--- src/rtl/flap_game_ctrl.sv ---
// rtl/flap_game_ctrl.sv - game tick, play-state FSM, second-pipe release and BCD score
module flap_game_ctrl #(
  parameter int TICK_DIV    = 50000,
  parameter int PIPE1_DELAY = 400
) (
  input  logic       clk,
  input  logic       rst,
  input  logic       start_i,
  input  logic       btn_i,
  input  logic       hit_i,
  input  logic       pipe_pass_i,
  input  logic       bird_landed_i,
  output logic       tick_o,
  output logic [1:0] state_o,
  output logic       run_en_o,
  output logic       bird_up_o,
  output logic       bird_en_o,
  output logic       pipe1_en_o,
  output logic [3:0] score_tens_o,
  output logic [3:0] score_ones_o,
  output logic       game_over_o
);

  localparam int            CW      = (TICK_DIV > 1) ? $clog2(TICK_DIV) : 1;
  localparam logic [CW-1:0] CNT_MAX = CW'(TICK_DIV - 1);
  localparam logic [9:0]    DLY_MAX = 10'(PIPE1_DELAY);

  typedef enum logic [1:0] {
    S_IDLE  = 2'd0,
    S_PLAY  = 2'd1,
    S_DYING = 2'd2,
    S_OVER  = 2'd3
  } state_t;

  state_t        state_q, state_d;
  logic          start_m_q, start_s_q;
  logic          btn_m_q, btn_s_q, btn_d_q;
  logic          btn_rise;
  logic [CW-1:0] cnt_q, cnt_d;
  logic          tick_q, tick_d;
  logic [3:0]    tens_q, tens_d, ones_q, ones_d;
  logic [9:0]    dly_q, dly_d;
  logic          pipe1_q, pipe1_d;
  logic          tick_hit;
  logic          score_max;

  assign btn_rise  = btn_s_q & ~btn_d_q;
  assign tick_hit  = tick_q & hit_i;
  assign score_max = (tens_q == 4'd9) && (ones_q == 4'd9);

  // Two-flop synchronizers for the board inputs, plus a delayed copy of btn for edge detect
  always_ff @(posedge clk or posedge rst) begin
    if (rst) begin
      start_m_q <= 1'b0;
      start_s_q <= 1'b0;
      btn_m_q   <= 1'b0;
      btn_s_q   <= 1'b0;
      btn_d_q   <= 1'b0;
    end else begin
      start_m_q <= start_i;
      start_s_q <= start_m_q;
      btn_m_q   <= btn_i;
      btn_s_q   <= btn_m_q;
      btn_d_q   <= btn_s_q;
    end
  end

  // Free-running tick divider; tick is raised for the clk in which the count is back at 0
  always_comb begin
    cnt_d  = cnt_q + CW'(1);
    tick_d = 1'b0;
    if (cnt_q == CNT_MAX) begin
      cnt_d  = '0;
      tick_d = 1'b1;
    end
  end

  // Tick divider registers
  always_ff @(posedge clk or posedge rst) begin
    if (rst) begin
      cnt_q  <= '0;
      tick_q <= 1'b0;
    end else begin
      cnt_q  <= cnt_d;
      tick_q <= tick_d;
    end
  end

  // Next state, score and second-pipe delay; a low start overrides every game event
  always_comb begin
    state_d = state_q;
    tens_d  = tens_q;
    ones_d  = ones_q;
    dly_d   = dly_q;
    pipe1_d = pipe1_q;

    if (!start_s_q) begin
      state_d = S_IDLE;
    end else begin
      case (state_q)
        S_IDLE:  if (btn_rise) state_d = S_PLAY;
        S_PLAY:  if (tick_hit) state_d = S_DYING;
        S_DYING: if (tick_q && bird_landed_i) state_d = S_OVER;
        default: state_d = state_q;
      endcase
    end

    if (state_q == S_IDLE) begin
      dly_d   = '0;
      pipe1_d = 1'b0;
      if (start_s_q && btn_rise) begin
        tens_d = '0;
        ones_d = '0;
      end
    end else if (state_q == S_PLAY && start_s_q) begin
      // A pass on the killing tick does not score
      if (pipe_pass_i && !tick_hit && !score_max) begin
        if (ones_q == 4'd9) begin
          ones_d = '0;
          tens_d = tens_q + 4'd1;
        end else begin
          ones_d = ones_q + 4'd1;
        end
      end
      if (tick_q && dly_q != DLY_MAX) begin
        dly_d = dly_q + 10'd1;
        if (dly_q + 10'd1 == DLY_MAX) pipe1_d = 1'b1;
      end
    end
  end

  // Game state, score and delay registers
  always_ff @(posedge clk or posedge rst) begin
    if (rst) begin
      state_q <= S_IDLE;
      tens_q  <= '0;
      ones_q  <= '0;
      dly_q   <= '0;
      pipe1_q <= 1'b0;
    end else begin
      state_q <= state_d;
      tens_q  <= tens_d;
      ones_q  <= ones_d;
      dly_q   <= dly_d;
      pipe1_q <= pipe1_d;
    end
  end

  assign tick_o       = tick_q;
  assign state_o      = state_q;
  assign run_en_o     = (state_q == S_PLAY);
  assign bird_en_o    = (state_q == S_PLAY) || (state_q == S_DYING);
  assign bird_up_o    = (state_q == S_PLAY) && btn_s_q;
  assign game_over_o  = (state_q == S_OVER);
  assign pipe1_en_o   = pipe1_q;
  assign score_tens_o = tens_q;
  assign score_ones_o = ones_q;

endmodule

--- config.mk ---
export PLATFORM = sky130hd
export DESIGN_NAME = flap_game_ctrl
export DESIGN_NICKNAME = d
export VERILOG_FILES = /design/src/rtl/flap_game_ctrl.sv
export SDC_FILE = /design/constraint.sdc
export NUM_CORES = 1
export LEC_CHECK = 0
export CAP_MARGIN = 10
export CORE_MARGIN = 8
export CORE_UTILIZATION = 50
export DETAILED_ROUTE_END_ITERATION = 12
export PLACE_DENSITY = 0.68
export SLEW_MARGIN = 30
export SYNTH_ARGS = -nofsm -noshare
export SYNTH_HDL_FRONTEND = slang
export SYNTH_SLANG_ARGS = --single-unit
--- constraint.sdc ---
create_clock -name clk -period 3.95 [get_ports clk]
set_clock_uncertainty 0.05 [all_clocks]
set_input_delay 0.5925 -clock clk [delete_from_list [all_inputs] [get_ports clk]]
set_output_delay 0.5925 -clock clk [all_outputs]
set_load 0.1 [all_outputs]
==> out/qor.csv, run 1 <==
metric;value;unit
ys_types;47;
rr_worst_depth;7;
timing.slew.headroom;34.87;%
synth-main-ff-cell;dfrtp_1;
crit_slowest_cell;clkdlybuf4s50_1;
worst-setup-path-type;flip-flop to output port;
synth_compound_gate_area_share;8.827;%
clk_path_buf_depth;2;
synth_edf_count;0;
synth_top_cell_area_share;47.15;%
hold_start;btn_m_q$_DFF_PP0_;
grt_max_degree;44;
post-dp-hpwl;3.167;mm
hold_path.class;flip-flop to flip-flop;
avgViaCountPerCell;5.570;
area_delta_synth_final;18.09;%
end_kind;output port;
r2r_end;score_tens_o[1]$_DFFE_PP0P_;
ios;23;
wl;4.414;mm
h-tree-depth;2;
cp_max_fo;8;
synthMuxAreaShare;2.303;%
rr_startpoint;state_o[0]$_DFFE_PP0P_;
yosysSeqAreaShare;47.15;%
post-place-ws;1.327;ns
clk_pin_slew;0.08;ns
finalPower;1722;uW
timing.hold.ws;0.3062;ns
rows;24;
maxCapViolations;0;
async_flop_share;100.0;%
dieWidth;83.56;um
drt_pass1_iterations;4;
place.gp.congestion;0.7729;
die_h;83.56;um
synth-simple-area-share;24.78;%
hold_viol;0;
fin_ws;1.024;ns
fmaxAchievable;0.3418;GHz
vias;1710;
drv_slew;0;
synthDominantAreaCellType;dfrtp_1;
post-route-min-period;2.926;ns
antenna_found_initial;0;
drt_iter0_drc;71;
ys_seq_elements;43;
holdPathEnd;btn_s_q$_DFF_PP0_;
status;complete, no violations;
wl_per_cell;14.38;um
cp_cell_sequence;inv_1, ha_1, clkdlybuf4s50_1;
cts_sinks;43;
root_buffer;clkbuf_8;
rsz0062_at_grt;false;
netlist_top_cells_count;dfrtp_1 (43), nor2_1 (26), xnor2_1 (17);
peakVddDrop;576.1;uV
tritoncts;built;
cts_made_buffers;5;
syn-cell-area;2282;um^2
fp.coreArea;4384;um^2
required;3.31;ns
power_density;638.9;nW/um^2
synth_top_family_by_area;simple AND/OR/NAND/NOR gates;
tns;0;ns
critPathMaxStageDelay;1.19;ns
synth_fa_ha_area_share;6.031;%
dieArea;6982;um^2
synth-xor-area-share;7.675;%
hold_path_depth;0;
p_leak;0.001095;uW
insertion_delay;0.29;ns
synth_fp_nets;245;
syn_inst;227;
synth.most_common_cell;dfrtp_1;
grt_pass1_wl;7.769;mm
worst_pin_slew;0.9738;ns
cts_resized;0;
cts_setup_buffers;0;
portBuffers;22;
period_share;74.07;%
ctsHoldBuffers;0;
syn_area_per_cell;10.05;um^2
drtAntennaViolNets;0;
overflow;0;
grt_pass1_vias;1677;
worstPathArrival;2.28;ns
initial_core_util;52.05;%
track_usage;13.10;%
drcViolationCount;0;
finalSetupViolations;0;
antennaDiodeCount;0;
nets;272;
r2r_slack;1.65;ns
layout-drive-gt1-share;7.059;%
yosys_warnings;0;
synth_area_leaders;dfrtp_1 (47%), xnor2_1 (6.5%), ha_1 (6.0%);
startpoint_type;flip-flop;
[registers in the layout, indices dropped and copies added, names as in the netlist]
| signal | count |
|---|---|
| btn_s_q | 1 |
| tick_o | 1 |
| dly_q | 10 |
| score_ones_o | 4 |
| btn_m_q | 1 |
| pipe1_en_o | 1 |
| btn_d_q | 1 |
| cnt_q | 16 |
| start_s_q | 1 |
| state_o | 2 |
| score_tens_o | 4 |
| start_m_q | 1 |
[cells by family (layout without fill, tap and decap cells)]
family	after synthesis	count (layout)
AOI/OAI and AO/OA	27	27
xor gates and xnor gates	20	20
adders and majority gates	11	11
buffers and inverters	19	47
DFF	43	43
muxes	5	5
and+or+nand+nor	102	102
[cells in the final DEF (no fill, tap or decap), drive strengths merged, types with 5 or more instances in the layout]
master and count:
nor2 26, nor4 6, clkdlybuf4s50 21, nand4 10, nand3 12, clkbuf 6
dfrtp 43, o21ai 5, inv 14, nand2 13, nor3 10, xnor2 17
ha 11
[power by group]
group | switching (uW) | internal, uW | leakage (uW)
Sequential | 52.8 | 478 | 0.000570
Combinational | 591 | 203 | 0.000460
Clock | 145 | 253 | 0.0000654
[through the flow]
step / util (%) / instances / instance area, um^2
2_1_floorplan: - / 227 / 2282
3_3_place_gp: 58.45 / 299 / 2562
3_5_place_dp: 58.45 / 299 / 2562
4_1_cts: 61.47 / 307 / 2695
5_1_grt: 61.47 / 307 / 2695
6_report: 61.47 / 307 / 2695
[critical path, delay by kind of cell, from the launching register on]
| family | cells | cell delay [ns] |
|---|---|---|
| adder cells (fa/ha/maj) | 1 | 0.30 |
| buffers and inverters | 2 | 1.28 |
| flip-flops | 1 | 0.42 |
[layer usage]
layer	up-vias	track usage [%]	part of all wire (%)	routed length (um)
met5	-	0	0	0
met4	0	4.082	1.0	44
met3	5	4.004	3.8	168
met2	31	21.19	46	2052
met1	819	16.19	49	2150
li1	855	-	-	-
[final cells by class]
cell class              instances  area [um^2]
fillers                       370         1689
repair buffers                 24        232.7
clock buffers                   6        72.57
flip-flops and latches         43         1076
clock inverters                 2        60.06
multi-input cells             165         1132
well taps                      52        65.06
inverters                      15        56.30
[worst max-delay path by stage]
stage,slack [ns],startpoint,to,cells after the start
after CTS,1.00,state_o[1]$_DFFE_PP0P_,run_en_o,3
final,1.02,state_o[1]$_DFFE_PP0P_,run_en_o,3
after detailed placement,1.33,state_o[1]$_DFFE_PP0P_,run_en_o,3
after floorplan,0.44,state_o[0]$_DFFE_PP0P_,bird_up_o,2
after global placement,1.36,state_o[1]$_DFFE_PP0P_,run_en_o,3
after global routing,0.92,state_o[1]$_DFFE_PP0P_,run_en_o,3
(Power assumes the default switching activity.)
==> inputs of run 2 (changes only) <==
--- a/config.mk
+++ b/config.mk
@@ -9,7 +9,7 @@
 export CORE_MARGIN = 8
 export CORE_UTILIZATION = 50
 export DETAILED_ROUTE_END_ITERATION = 12
-export PLACE_DENSITY = 0.68
+export PLACE_DENSITY = 0.71
 export SLEW_MARGIN = 30
 export SYNTH_ARGS = -nofsm -noshare
 export SYNTH_HDL_FRONTEND = slang
==> constraint.sdc (replaced) <==
create_clock -name clk -period 2.5 [get_ports clk]
set_clock_uncertainty 0.05 [all_clocks]
set_input_delay 0.375 -clock clk [delete_from_list [all_inputs] [get_ports clk]]
set_output_delay 0.375 -clock clk [all_outputs]
set_load 0.1 [all_outputs]
==> run 2 against run 1 <==
Against the previous run:
- sequential power grew 60%
- die area stayed put
- register-to-register slack got worse by 1.5 ns
- first-iteration DRC count is 100% higher
- clock-buffer cell count down 1
- utilization is 1.2 points lower
- combinational power increased by 60%
- clock power increased by 11%
- critical path depth up 3
==> out/qor.csv, run 2 (synthesis results as in run 1) <==
metric;value;unit
grt_pass1_wl;8.128;mm
clk_path_buf_depth;2;
post-dp-hpwl;3.176;mm
ios;23;
h-tree-depth;2;
wl_met2;2.046;mm
maxCapViolations;0;
timing.slew.headroom;55.93;%
worstPathArrival;2.50;ns
post-route-min-period;2.365;ns
antenna_found_initial;0;
regMostFlops;cnt_q;
finalPower;2559;uW
placed_area;2552;um^2
cts_setup_buffers;0;
place.gp.congestion;0.7912;
cts_made_buffers;5;
peakVddDrop;615.2;uV
track_usage;13.72;%
portBuffers;22;
initial_core_util;52.05;%
end_kind;flip-flop;
drv_slew;0;
layout-drive-gt1-share;16.02;%
fmaxAchievable;0.4228;GHz
nets;273;
m1WireLength;2.207;mm
status;complete, no violations;
drt_pass1_iterations;4;
cp_max_fo;14;
layout_commonest_cell;dfrtp_1;
overflow;0;
insertion_delay;0.30;ns
clk_pin_slew;0.09;ns
required;2.64;ns
dieArea;6982;um^2
tritoncts;built;
area_delta_synth_final;15.73;%
cts_sinks;43;
rows;24;
largestRegisters;cnt_q (16), dly_q (10);
antennaDiodeCount;0;
wl_per_cell;14.57;um
vias;1744;
period_share;94.60;%
largest_reg_flops;16;
dieWidth;83.56;um
root_buffer;clkbuf_8;
worst-setup-path-type;flip-flop to flip-flop;
fp.coreArea;4384;um^2
avgViaCountPerCell;5.662;
drtAntennaViolNets;0;
tns;0;ns
grt_max_degree;44;
die_h;83.56;um
worst_pin_slew;0.6580;ns
routed-wl-met3;183;um
finalSetupViolations;0;
drt_iter0_drc;145;
grt_pass1_vias;1761;
final_cell_mix;dfrtp_1 (40), nor2_1 (26), buf_4 (19);
rsz0062_at_grt;false;
p_leak;0.001098;uW
drcViolationCount;0;
wl;4.489;mm
hold_path.class;flip-flop to flip-flop;
top_layer;met4;
ctsHoldBuffers;0;
cts_resized;0;
hold_viol;0;
startpoint_type;flip-flop;
power_density;968.8;nW/um^2
final_area;2641;um^2
run 2: cell count changes in the layout (fill, tap and decap cells not counted), sizes merged:
cell / delta
buf: +16
clkdlybuf4s50: -15
clkinvlp: +2
clkinv: +1
bufinv: -2
clkbuf: -1
run 2: path summary, 6_finish.rpt:
check	slack, ns	from	endpoint	cells after the start
min in group asynchronous	0.45	rst	cnt_q[13]$_DFF_PP0_	3
hold / removal	0.31	start_m_q$_DFF_PP0_	start_s_q$_DFF_PP0_	0
setup reg to reg	0.14	state_o[0]$_DFFE_PP0P_	score_tens_o[0]$_DFFE_PP0P_	6
hold reg to reg	0.31	start_m_q$_DFF_PP0_	start_s_q$_DFF_PP0_	0
max in group asynchronous	1.55	rst	score_ones_o[1]$_DFFE_PP0P_	3
setup / recovery	0.14	state_o[0]$_DFFE_PP0P_	score_tens_o[0]$_DFFE_PP0P_	6
run 2: layout make-up:
| cell class | count | area [um^2] |
|---|---|---|
| multi-input cells | 165 | 1149 |
| inverters | 15 | 56.30 |
| repair buffers | 25 | 202.7 |
| clock buffers | 5 | 68.82 |
| clock inverters | 3 | 20.02 |
| flip-flops and latches | 43 | 1080 |
| well taps | 52 | 65.06 |
| fillers | 379 | 1743 |
run 2: stage by stage:
step	utilization (%)	instances	hold WS (ns)	worst slack, ns
floorplan	-	227	0.2812	0.06750
global placement	58.22	300	0.2822	0.2560
detailed placement	58.22	300	0.2928	0.1613
CTS	60.25	308	0.3125	0.1614
global route	60.25	308	0.3190	0.004439
finish	60.25	308	0.3073	0.1350
run 2: routing by layer:
layer / up-vias / global-route usage [%]
met2: 32 / 20.98
met5: - / 0
li1: 861 / -
met4: 0 / 5.024
met3: 6 / 3.809
met1: 845 / 17.89
run 2: critical path, stage by stage, from the launching register on:
cell and delay (ns):
dfrtp_2 0.46, inv_1 0.10, ha_2 0.35, nand4b_1 0.23, and2_1 0.31, nor3_1 0.37
mux2_2 0.38
run 2: power breakdown:
part           total (uW)  switching, uW  internal, uW
clock                 441            246           194
combinational        1270            948           318
sequential            852           92.7           760
total                2560           1290          1270
